[config.mk]
export PLATFORM = sky130hd
export DESIGN_NAME = bcd_scan_counter
export DESIGN_NICKNAME = d
export VERILOG_FILES = /design/src/rtl/bcd_scan_counter.sv
export SDC_FILE = /design/constraint.sdc
export NUM_CORES = 1
export LEC_CHECK = 0
export CAP_MARGIN = 15
export CORE_UTILIZATION = 34
export CTS_CLUSTER_DIAMETER = 30
export DETAILED_ROUTE_END_ITERATION = 10
export PLACE_DENSITY_LB_ADDON = 0.2
export SYNTH_ARGS = -nofsm -noshare
export SYNTH_HDL_FRONTEND = slang
export SYNTH_HIERARCHICAL = 1
export SYNTH_SLANG_ARGS = --single-unit
[constraint.sdc]
create_clock -name clk -period 3 [get_ports clk]
set_input_delay 0.6 -clock clk [delete_from_list [all_inputs] [get_ports clk]]
set_output_delay 0.6 -clock clk [all_outputs]
set_load 0.02 [all_outputs]
[src/rtl/bcd_scan_counter.sv]
// Multi-digit BCD up/down counter with prescaler, wrap pulse and a time-multiplexed
// seven-segment scan driver. Per-digit step logic lives in bcd_digit_step.

module bcd_digit_step (
    input  logic [3:0] cur,
    input  logic       step_in,
    input  logic       up,
    output logic [3:0] nxt,
    output logic       step_out
);
    logic at_lim;

    // >= 9 keeps the up path closed even for a nibble that can never be loaded
    assign at_lim   = up ? (cur >= 4'd9) : (cur == 4'd0);
    assign step_out = step_in & at_lim;

    always_comb begin
        nxt = cur;
        if (step_in) begin
            if (at_lim)  nxt = up ? 4'd0 : 4'd9;
            else if (up) nxt = cur + 4'd1;
            else         nxt = cur - 4'd1;
        end
    end
endmodule

module bcd_scan_counter #(
    parameter int DIGITS         = 4,
    parameter int TICK_DIV       = 50,
    parameter int SCAN_DIV       = 4,
    parameter int ACTIVE_LOW_SEG = 0
) (
    input  logic                  clk,
    input  logic                  rst,
    input  logic                  Load,
    input  logic [4*DIGITS-1:0]   Din,
    input  logic                  En,
    input  logic                  Up,
    output logic [4*DIGITS-1:0]   Q,
    output logic [7:0]            Q_seg,
    output logic [DIGITS-1:0]     Dig_sel,
    output logic                  Carry
);
    localparam int PC_W  = (TICK_DIV > 1) ? $clog2(TICK_DIV) : 1;
    localparam int SC_W  = (SCAN_DIV > 1) ? $clog2(SCAN_DIV) : 1;
    localparam int IDX_W = (DIGITS   > 1) ? $clog2(DIGITS)   : 1;

    localparam logic [PC_W-1:0]  PC_LAST  = PC_W'(TICK_DIV - 1);
    localparam logic [SC_W-1:0]  SC_LAST  = SC_W'(SCAN_DIV - 1);
    localparam logic [IDX_W-1:0] IDX_LAST = IDX_W'(DIGITS - 1);

    logic [DIGITS-1:0][3:0] q_r, q_nxt, din_clean;
    logic [DIGITS:0]        step;
    logic [PC_W-1:0]        pc;
    logic [SC_W-1:0]        sc;
    logic [IDX_W-1:0]       idx;
    logic                   carry_r;
    logic                   tick;
    logic                   wrap;
    logic [3:0]             cur_digit;
    logic [7:0]             seg_raw;

    assign tick    = En && (pc == PC_LAST);
    assign step[0] = tick;
    assign wrap    = step[DIGITS];

    genvar g;
    generate
        for (g = 0; g < DIGITS; g++) begin : g_dig
            bcd_digit_step u_step (
                .cur      (q_r[g]),
                .step_in  (step[g]),
                .up       (Up),
                .nxt      (q_nxt[g]),
                .step_out (step[g+1])
            );
            assign din_clean[g] = (Din[4*g +: 4] > 4'd9) ? 4'd0 : Din[4*g +: 4];
            assign Dig_sel[g]   = (idx == IDX_W'(g));
        end
    endgenerate

    // Count path: Load overrides a coincident tick and restarts the prescaler phase
    always_ff @(posedge clk) begin
        if (!rst) begin
            q_r     <= '0;
            pc      <= '0;
            carry_r <= 1'b0;
        end else if (Load) begin
            q_r     <= din_clean;
            pc      <= '0;
            carry_r <= 1'b0;
        end else begin
            if (En) pc <= (pc == PC_LAST) ? '0 : pc + PC_W'(1);
            q_r     <= q_nxt;
            carry_r <= wrap;
        end
    end

    // Scan path runs independently of Load/En
    always_ff @(posedge clk) begin
        if (!rst) begin
            sc  <= '0;
            idx <= '0;
        end else if (sc == SC_LAST) begin
            sc  <= '0;
            idx <= (idx == IDX_LAST) ? '0 : idx + IDX_W'(1);
        end else begin
            sc  <= sc + SC_W'(1);
        end
    end

    always_comb begin
        cur_digit = 4'd0;
        for (int i = 0; i < DIGITS; i++)
            if (idx == IDX_W'(i)) cur_digit = q_r[i];
    end

    always_comb begin
        case (cur_digit)
            4'd0:    seg_raw = 8'h3F;
            4'd1:    seg_raw = 8'h06;
            4'd2:    seg_raw = 8'h5B;
            4'd3:    seg_raw = 8'h4F;
            4'd4:    seg_raw = 8'h66;
            4'd5:    seg_raw = 8'h6D;
            4'd6:    seg_raw = 8'h7D;
            4'd7:    seg_raw = 8'h07;
            4'd8:    seg_raw = 8'h7F;
            4'd9:    seg_raw = 8'h6F;
            default: seg_raw = 8'h00;
        endcase
    end

    assign Q_seg = (ACTIVE_LOW_SEG != 0) ? ~seg_raw : seg_raw;
    assign Q     = q_r;
    assign Carry = carry_r;
endmodule

==> key figures <==
GRT
  • Total gr overflow: 0
  • Vias in the first global route: 2,093
  • Initial antenna violation count: 0
  • Largest net degree at the start of global routing: 23
  • First-pass GRT wire length: 9749 um
  • Gr usage total: 0.1617

Logic synthesis
  • Complex-gate fraction of the synthesized area: 0.2183
  • Commonest cells in the netlist: dfxtp_1 (27), inv_1 (27), nand2_1 (22), ha_1 (21)
  • Post-Syn Nets: 349
  • Number of synthesized flops with an enable pin: 0
  • Largest family of logic cells by synthesized area: simple AND/OR/NAND/NOR gates
  • Post-synthesis mux area share: 0.02683
  • Async set-reset flop share out of synthesis: 0
  • Main area contributors after synthesis: dfxtp_1 (22%), ha_1 (11%), inv_1 (4.2%)
  • Ys flop type: dfxtp_1
  • Synthesis warning total: 6
  • Synth Area in Simple Gates: 0.2884
  • Cells after synthesis: 303
  • Top-area cell type share of the netlist area: 0.2229
  • Mapped Avg Cell Area: 8.003 um2
  • Cell variety after synth: 56
  • Sequential area share after synthesis: 0.2229
  • Post-Synth Adder-Cell Area: 0.1414
  • Post-synth top area cell: dfxtp_1
  • Synth Area in XOR/XNOR: 0.03612
  • Post-Syn Area: 2425 um2
  • Post-synthesis register bit count: 27

Timing
  • Final WS setup: 148.0 ps
  • Endpoints failing setup: 0
  • RSZ-0062 raised after global routing: yes
  • Hold Fails Final Rpt: 0
  • Final min period: 2852 ps
  • Fmax: 0.3506 GHz
  • Final setup skew: 2.971 ps
  • Period utilization: 0.9507
  • Max Slew Vio Count: 0

Route
  • Vias/cell: 4.901
  • DR vias: 2,289
  • DRC violations left: 0
  • Detailed Route WL: 5846 um
  • Routed Antenna Nets: 0
  • Initial DRC count: 81
  • WL per Instance: 12.52 um
  • Drt first pass iters: 4

Floorplanning
  • Die Area: 7474 um2
  • Initial core utilization: 0.3549
  • Placeable core area: 6832 um2
  • # IOs: 50
  • Die Y: 86.45 um
  • Row count: 30
  • Die width: 86.45 um

Job
  • Max-Cap Viols: 0

Min path
  • Hold path endpoint: sc[0]
  • Hold Path Stages: 1
  • HP Class: reg2reg
  • HP Start: sc[0]

Setup path
  • Data required, critical path: 2400 ps
  • Worst-path fanout max: 9
  • Largest stage delay on the critical path: 340 ps
  • Worst R2R End: Q[15]
  • Kind of end point of the critical path: output port
  • Worst Path Buf+Inv: 4
  • Crit-path slowest cell: dfxtp_2
  • WP data arrival: 2250 ps
  • Largest delay contributor family on the critical path: buffers and inverters
  • Worst path cell trace: inv_1, ha_1, buf_4, nand2b_2, o22ai_2, a31oi_4, buf_4, or2_1, o22ai_1, clkdlybuf4s15_1
  • Reg2Reg Launch Point: Q[1]
  • Crit-path most repeated cell: buf_4
  • Crit Path Category: reg2out
  • Flop2flop setup slack: 450 ps
  • R2R cell count: 14
  • Critical Path Start Type: flop

Power and ir drop
  • Final Total Pwr: 893.3 uW
  • Max VDD drop: 0.1389 mV
  • Leakage: 1.250 nW
  • PwrDens: 277.6 nW/um2

Placed design
  • Post-place setup slack: 3.623 ps
  • Routability congestion estimate: 0.7810
  • Detailed Place HPWL: 4614 um
  • Port Buffer Count: 48

Clock network
  • TritonCTS Buffers: 3
  • Max clock buf depth: 2
  • H-Tree Depth: 1
  • Clk Latency, worst-skew pair: 280 ps
  • Clk sinks: 27
  • Clock slew at reported path FFs: 100 ps
  • CTS tree: done
  • Clk root buf: clkbuf_8

Layout
  • Share of cells above drive strength 1: 0.1833
  • Layout Nets: 418
  • Antenna Diode Count: 0
  • Fill cells: 707
  • P&R area growth vs syn: 32.71%

Outcome
  • Status: finished clean
per-stage QoR:
step           TNS (ps)  area (um2)  utilization  hold WS [ps]  std cells
3_3_place_gp          0        3181       0.4656         412.6        463
2_1_floorplan         0        2425            -         403.3        303
3_5_place_dp          0        3181       0.4656         428.5        463
6_report              0        3218       0.4711         436.9        467
4_1_cts               0        3223       0.4718         443.6        467
5_1_grt        -0.01577        3218       0.4711         456.2        467
sequential cells by signal (all words and copies together) (netlist names):
register,count
pc,6
Q,16
idx,2
sc,2
Carry,1
per-layer routing:
layer	wire, um	vias up	GRT usage
met5	0	-	0
met4	53	0	0.03939
met3	214	5	0.01810
met2	2581	40	0.2612
met1	2996	1052	0.2296
li1	-	1192	-
worst max-delay path by stage:
stage / from / to / slack [ps] / cells past startpoint
after floorplan: En / Q[15] / 10 / 16
after global placement: Up / Q[3] / 50 / 11
after detailed placement: Up / Q[7] / 4 / 11
after CTS: idx[0] / Q_seg[3] / 0.1 / 10
after global routing: idx[0] / Q_seg[6] / -0.02 / 10
final: idx[0] / Q_seg[6] / 150 / 10
power breakdown:
group / internal, mW / switching [mW] / leakage (nW)
logic: 0.146 / 0.141 / 1.00
clock network: 0.0934 / 0.124 / 0.0255
registers: 0.372 / 0.0169 / 0.221
total: 0.611 / 0.282 / 1.25
cells in the final DEF, fill, tap and decap left out, drive strengths merged, types with 3 or more instances in the layout:
cell / count
nand3: 14
inv: 27
a21o: 3
clkbuf: 8
o21ai: 12
a21oi: 19
mux2i: 5
nand2: 24
and3: 5
and2: 8
fa: 4
nor3: 4
o32ai: 4
o22ai: 12
a211o: 4
buf: 29
dfxtp: 27
or3: 4
nor2b: 16
nor2: 16
a21boi: 6
xnor2: 7
xor2: 3
ha: 21
or2b: 3
nand3b: 7
nand2b: 11
clkdlybuf4s50: 41
cell families (layout without fill, tap and decap cells):
group,after synthesis,count (layout)
flops,27,27
mux,6,6
fa+ha+maj,25,25
simple gates,121,121
buf+inv,39,107
compound gates,74,74
xor+xnor,10,10
other cells,1,1
cell type report:
| type | instances | area (um2) | share of cell area |
|---|---|---|---|
| Clock inverter | 1 | 5.005 | 0.001555 |
| Timing Repair Buffer | 76 | 660.6 | 0.2053 |
| Tap cell | 96 | 120.1 | 0.03732 |
| Inverter | 27 | 101.3 | 0.03149 |
| Clock buffer | 3 | 41.29 | 0.01283 |
| Multi-Input combinational cell | 237 | 1747 | 0.5428 |
| Sequential cell | 27 | 543.0 | 0.1687 |
timing repair:
| item | in CTS | in global routing |
|---|---|---|
| endpoints found under the setup margin | 7 | 7 |
| resized for setup | 11 | 18 |
| hold buffers | 0 | 0 |
| setup buffers | 0 | 0 |
| cloned | 0 | 0 |
Note: power is estimated with default switching activity, not from simulation.
==> RTL edit 1, RTL diff (same flow settings) <==
The parameter `SCAN_DIV` goes from 4 to 8.
--- a/src/rtl/bcd_scan_counter.sv
+++ b/src/rtl/bcd_scan_counter.sv
@@ -28,5 +28,5 @@
     parameter int DIGITS         = 4,
     parameter int TICK_DIV       = 50,
-    parameter int SCAN_DIV       = 4,
+    parameter int SCAN_DIV       = 8,
     parameter int ACTIVE_LOW_SEG = 0
 ) (
Formal check against the unedited RTL: not equivalent (a bounded check fails within 10 cycles, from zero or initial values and one cycle with rst low).
==> RTL edit 1 against the original RTL <==
  * Maximum frequency down 1.4%
  * Area after synthesis up 2.1%
  * Setup slack worse by 0.040 ns
  * Routed wire length up 1.1%
  * Global-route usage down 0.20 points
  * First-iteration DRC count down 21%
  * Sequential share of layout area up 0.16 points
  * Sequential cell count up 1
  * Cell area up 3.1%
  * Power up 6.8%
  * Critical endpoint is now Q_seg[3]
==> RTL edit 1: results (changes against the original RTL) <==
| Metric | Value |
|---|---|
| WP data arrival | 2.29 ns (+0.04 ns) |
| Area contributors post-synth | dfxtp_1, ha_1, inv_1 |
| Worst hold path type | reg -> reg |
| H-tree levels | 1 (unchanged) |
| Avg WL per Cell | 12.5 um (about the same) |
| P_sw | 0.000262 W (-7.2%) |
| Number of filler cells placed in the layout | 686 (-3.0%) |
| First-pass GRT wire length | 9820 um (+0.71%) |
| Layout cells sized above 1 | 18.4% (+0.022 points) |
| FF-to-FF path depth | 14 (unchanged) |
| Leakage | 1.30 nW (+4.3%) |
| Port bufs | 48 (unchanged) |
| Placed insts | 466 (+0.65%) |
| Worst flop-to-flop path startpoint | Q[1]$_SDFF_PN0_ |
| GRT Overall Usage | 16.0% (-0.20 points) |
| Clock latency on the worst-skew pair | 0.28 ns (about the same) |
| CTS buffer count | 3 (unchanged) |
| Largest net degree at the start of global routing | 25 (+8.7%) |
| Initial antenna violation count | 0 (unchanged) |
| DP Area | 3240 sq um (+2.0%) |
| Hpwl dp | 4600 um (-0.23%) |
| Post-route cell area | 3320 sq um (+3.1%) |
| Max reg flops | 16 (unchanged) |
| CP endpoint | Q_seg[3] |
| Number of global-route vias before repair | 2207 (+5.4%) |
| Sequential-to-total area share from yosys stat | 22.6% (+0.36 points) |
| Post-CTS sizing | 20 (+9) |
| Nets | 424 (+1.4%) |
| Count of cell types in the netlist | 55 (-1.8%) |
| Vias | 2339 (+2.2%) |
| Clk slew on worst S/H paths | 0.10 ns (about the same) |
| Root Driver | clkbuf_8 |
| Top_reg_cell synth | dfxtp_1 |
| R2R Path End | Q[15]$_SDFF_PN0_ |
| Worst setup path startpoint | idx[0]$_SDFFE_PN0P_ |
| Avg Cell Area, Syn | 8.09 sq um (+1.1%) |
| Max IR drop VDD | 0.243 mV (+75%) |
| Worst Skew | 0.00788 ns (+0.00491 ns) |
| GPL Wtd Cong | 0.816 (+4.5%) |
| Post-Route WL | 5910 um (+1.1%) |
| Syn Nets | 353 (+1.1%) |
| Yosys warning total | 6 (unchanged) |
| Synth cell count leaders | dfxtp_1, inv_1, nand2_1 |
| Drt first pass iters | 4 (unchanged) |
| Status | finished, final reports clean |
| Postcts setup bufs | 1 (+1) |
| Crit Path Max Fanout | 5 (-4) |
| Async SR Flop Fraction | 0% (unchanged) |
| Flop-to-flop setup slack | 0.40 ns (-0.05 ns) |
| DR iter-0 viols | 64 (-21%) |
| Max clock buf depth | 2 (unchanged) |
| Diode count | 0 (unchanged) |
==> RTL edit 1: through the flow <==
step / power [W] / setup slack [ns] / util, % / TNS, ns
2_1_floorplan: 0.000551 / 0.0224 / - / 0
3_3_place_gp: 0.000660 / 0.0481 / 47.0 / 0
3_5_place_dp: 0.000663 / -0.00972 / 47.0 / -0.00972
4_1_cts: 0.000962 / -0.00354 / 48.2 / -0.00354
5_1_grt: 0.00100 / -0.0442 / 48.1 / -0.0936
6_report: 0.000954 / 0.108 / 48.1 / 0
==> RTL edit 1: cell type report <==
cell class / instances / area, sq um / share of cell area, %
multi-input combinational: 238 / 1770 / 53.2
clock inverter: 1 / 30.0 / 0.905
tap: 96 / 120 / 3.62
inverter: 28 / 105 / 3.17
clock buffer: 3 / 41.3 / 1.24
timing repair buffer: 78 / 692 / 20.8
sequential: 28 / 566 / 17.0
==> RTL edit 1: logic make-up (layout without fill, tap and decap cells) <==
logic type,Yosys count,after routing,share of synthesized area (%)
adder cells (fa/ha/maj),26,26,14.4
other,1,1,0.152
AND/OR/NAND/NOR,121,121,28.3
buffers and inverters,40,110,6.42
AO/OA/AOI/OAI,73,73,21.5
XOR/XNOR,10,10,3.54
flip-flops,28,28,22.6
multiplexers,7,7,3.03
==> RTL edit 1: worst min path at each step <==
stage	startpoint	endpoint	slack [ns]	cells after the start
2_1_floorplan	sc[0]$_SDFF_PP0_	sc[0]$_SDFF_PP0_	0.40	1
3_3_place_gp	sc[0]$_SDFF_PP0_	sc[0]$_SDFF_PP0_	0.42	1
3_5_place_dp	sc[0]$_SDFF_PP0_	sc[0]$_SDFF_PP0_	0.42	1
4_1_cts	sc[0]$_SDFF_PP0_	sc[0]$_SDFF_PP0_	0.44	1
5_1_grt	sc[0]$_SDFF_PP0_	sc[0]$_SDFF_PP0_	0.46	1
6_report	sc[0]$_SDFF_PP0_	sc[0]$_SDFF_PP0_	0.44	1
==> RTL edit 1: layer usage <==
layer	routed length, um	up-vias	track usage (%)
met4	50	0	3.87
li1	-	1217	-
met5	0	-	0
met1	2900	1069	20.7
met2	2780	48	28.3
met3	177	5	1.42
==> RTL edit 1: worst max-delay path, stage by stage, from the launching register on <==
cell,delay [ns]
dfxtp_4,0.37
inv_1,0.08
ha_2,0.21
nand2_1,0.06
o211ai_1,0.17
o211a_1,0.22
buf_4,0.13
inv_1,0.05
ha_1,0.17
mux2_4,0.28
o2bb2ai_2,0.13
buf_4,0.15
==> RTL edit 1: power groups by stage <==
stage               logic (W)  clock network (W)  registers, W
floorplan            0.000137                  0      0.000414
global placement     0.000251                  0      0.000408
detailed placement   0.000255                  0      0.000408
CTS                  0.000254           0.000308      0.000400
global route         0.000277           0.000326      0.000401
finish               0.000251           0.000305      0.000398
==> RTL edit 2, RTL diff (config.mk and constraints unchanged) <==
Made on the original files. Register the inputs `Load`, `Din`, `En` and `Up` before use, cleared by the reset. The logic sees them one clock later.
--- a/src/rtl/bcd_scan_counter.sv
+++ b/src/rtl/bcd_scan_counter.sv
@@ -50,4 +50,23 @@
     localparam logic [IDX_W-1:0] IDX_LAST = IDX_W'(DIGITS - 1);
 
+    logic Load_q;
+    logic [4*DIGITS-1:0] Din_q;
+    logic En_q;
+    logic Up_q;
+
+    always_ff @(posedge clk) begin
+        if (!rst) begin
+            Load_q <= '0;
+            Din_q  <= '0;
+            En_q   <= '0;
+            Up_q   <= '0;
+        end else begin
+            Load_q <= Load;
+            Din_q  <= Din;
+            En_q   <= En;
+            Up_q   <= Up;
+        end
+    end
+
     logic [DIGITS-1:0][3:0] q_r, q_nxt, din_clean;
     logic [DIGITS:0]        step;
@@ -61,5 +80,5 @@
     logic [7:0]             seg_raw;
 
-    assign tick    = En && (pc == PC_LAST);
+    assign tick    = En_q && (pc == PC_LAST);
     assign step[0] = tick;
     assign wrap    = step[DIGITS];
@@ -71,9 +90,9 @@
                 .cur      (q_r[g]),
                 .step_in  (step[g]),
-                .up       (Up),
+                .up       (Up_q),
                 .nxt      (q_nxt[g]),
                 .step_out (step[g+1])
             );
-            assign din_clean[g] = (Din[4*g +: 4] > 4'd9) ? 4'd0 : Din[4*g +: 4];
+            assign din_clean[g] = (Din_q[4*g +: 4] > 4'd9) ? 4'd0 : Din_q[4*g +: 4];
             assign Dig_sel[g]   = (idx == IDX_W'(g));
         end
@@ -86,10 +105,10 @@
             pc      <= '0;
             carry_r <= 1'b0;
-        end else if (Load) begin
+        end else if (Load_q) begin
             q_r     <= din_clean;
             pc      <= '0;
             carry_r <= 1'b0;
         end else begin
-            if (En) pc <= (pc == PC_LAST) ? '0 : pc + PC_W'(1);
+            if (En_q) pc <= (pc == PC_LAST) ? '0 : pc + PC_W'(1);
             q_r     <= q_nxt;
             carry_r <= wrap;
Formal check against the unedited RTL: not equivalent (Yosys sat finds a counterexample within 4 cycles, from zero or initial values and one cycle with rst low).
==> RTL edit 2 against the original RTL <==
  * Routed wire length grew 9.7%
  * Cell area grew 17%
  * Largest power group unchanged
  * Die area grew 21%
  * Sequential cell count grew 19
  * Largest cell class unchanged
  * Setup slack lost 0.083 ns
  * Highest routed layer unchanged
  * Synthesized cell count grew 13%
  * Non-clock buffer count shrank 5
  * Power grew 42%
  * Area after synthesis grew 21%
==> RTL edit 2: results (changes against the original RTL) <==
| Metric | Value |
|---|---|
| GPL Wtd Cong | 0.771 (-1.3%) |
| Area contributors post-synth | dfxtp_1, ha_1, and2_1 |
| Largest net degree at the start of global routing | 41 (+78%) |
| PnR Total Power | 0.00127 W (+42%) |
| Avg Cell Area, Syn | 8.57 sq um (+7.1%) |
| GRT met1 Usage | 21.7% (-1.3 points) |
| CP endpoint | Q_seg[3] |
| Place WS | -0.00361 ns (-0.00723 ns) |
| Post-Layout Cell Count | 513 (+9.9%) |
| Leakage | 1.45 nW (+16%) |
| Multiplexer share of the synthesized area | 2.55% (-0.13 points) |
| H-tree levels | 2 (+1) |
| M3 GR Usage | 2.90% (+1.1 points) |
| Adder-Cell Fraction of Synth Area | 11.7% (-2.5 points) |
| Synth cell count leaders | dfxtp_1, and2_1, inv_1 |
| DP Area | 3660 sq um (+15%) |
| Met2 wire length | 2710 um (+5.0%) |
| Sequential-to-total area share from yosys stat | 31.3% (+9.0 points) |
| WP data arrival | 2.34 ns (+0.09 ns) |
| Status | finished, final reports clean |
| Synth Area in Compound Gates | 18.0% (-3.8 points) |
| GRT Overall Usage | 15.4% (-0.76 points) |
| Grt met2 use | 23.7% (-2.4 points) |
| Number of global-route vias before repair | 2292 (+9.5%) |
| Final hold slack | 0.435 ns (-0.00184 ns) |
| Vias per cell | 4.82 (-1.7%) |
| Combinational share of power | 18.6% (-13 points) |
| Nets | 453 (+8.4%) |
| Hpwl dp | 4930 um (+6.9%) |
| Post-synth top area share | 31.3% (+9.0 points) |
| CTS buffer count | 5 (+2) |
| Flop-to-flop setup slack | 0.32 ns (-0.13 ns) |
| Avg WL per Cell | 12.5 um (-0.15%) |
-- RTL edit 2: cell types whose count changed after synthesis, sizes merged --
| cell | before | now |
|---|---|---|
| and2 | 8 | 27 |
| o21a | 1 | 0 |
| clkbuf | 6 | 11 |
| buf | 6 | 3 |
| mux2i | 5 | 6 |
| nor2b | 16 | 17 |
| and3 | 5 | 4 |
| dfxtp | 27 | 46 |
-- RTL edit 2: cell type report --
cell class,instances,area (sq um)
tap,105,131
clock buffer,6,72.6
timing repair buffer,71,644
sequential,46,923
clock inverter,2,13.8
fill,802,4540
multi-input combinational,256,1870
inverter,27,101
-- RTL edit 2: timing repair --
item	4_1_cts	5_1_grt
pin swaps	0	1
setup buffers	0	1
resized for setup	11	12
setup endpoints to repair	7	7
-- RTL edit 2: critical path, delay by kind of cell, from the launching register on --
family / cells / cell delay [ns]
muxes: 1 / 0.27
AOI/OAI and AO/OA: 2 / 0.38
buffers and inverters: 3 / 0.53
adders and majority gates: 1 / 0.26
and+or+nand+nor: 1 / 0.24
DFF: 1 / 0.35
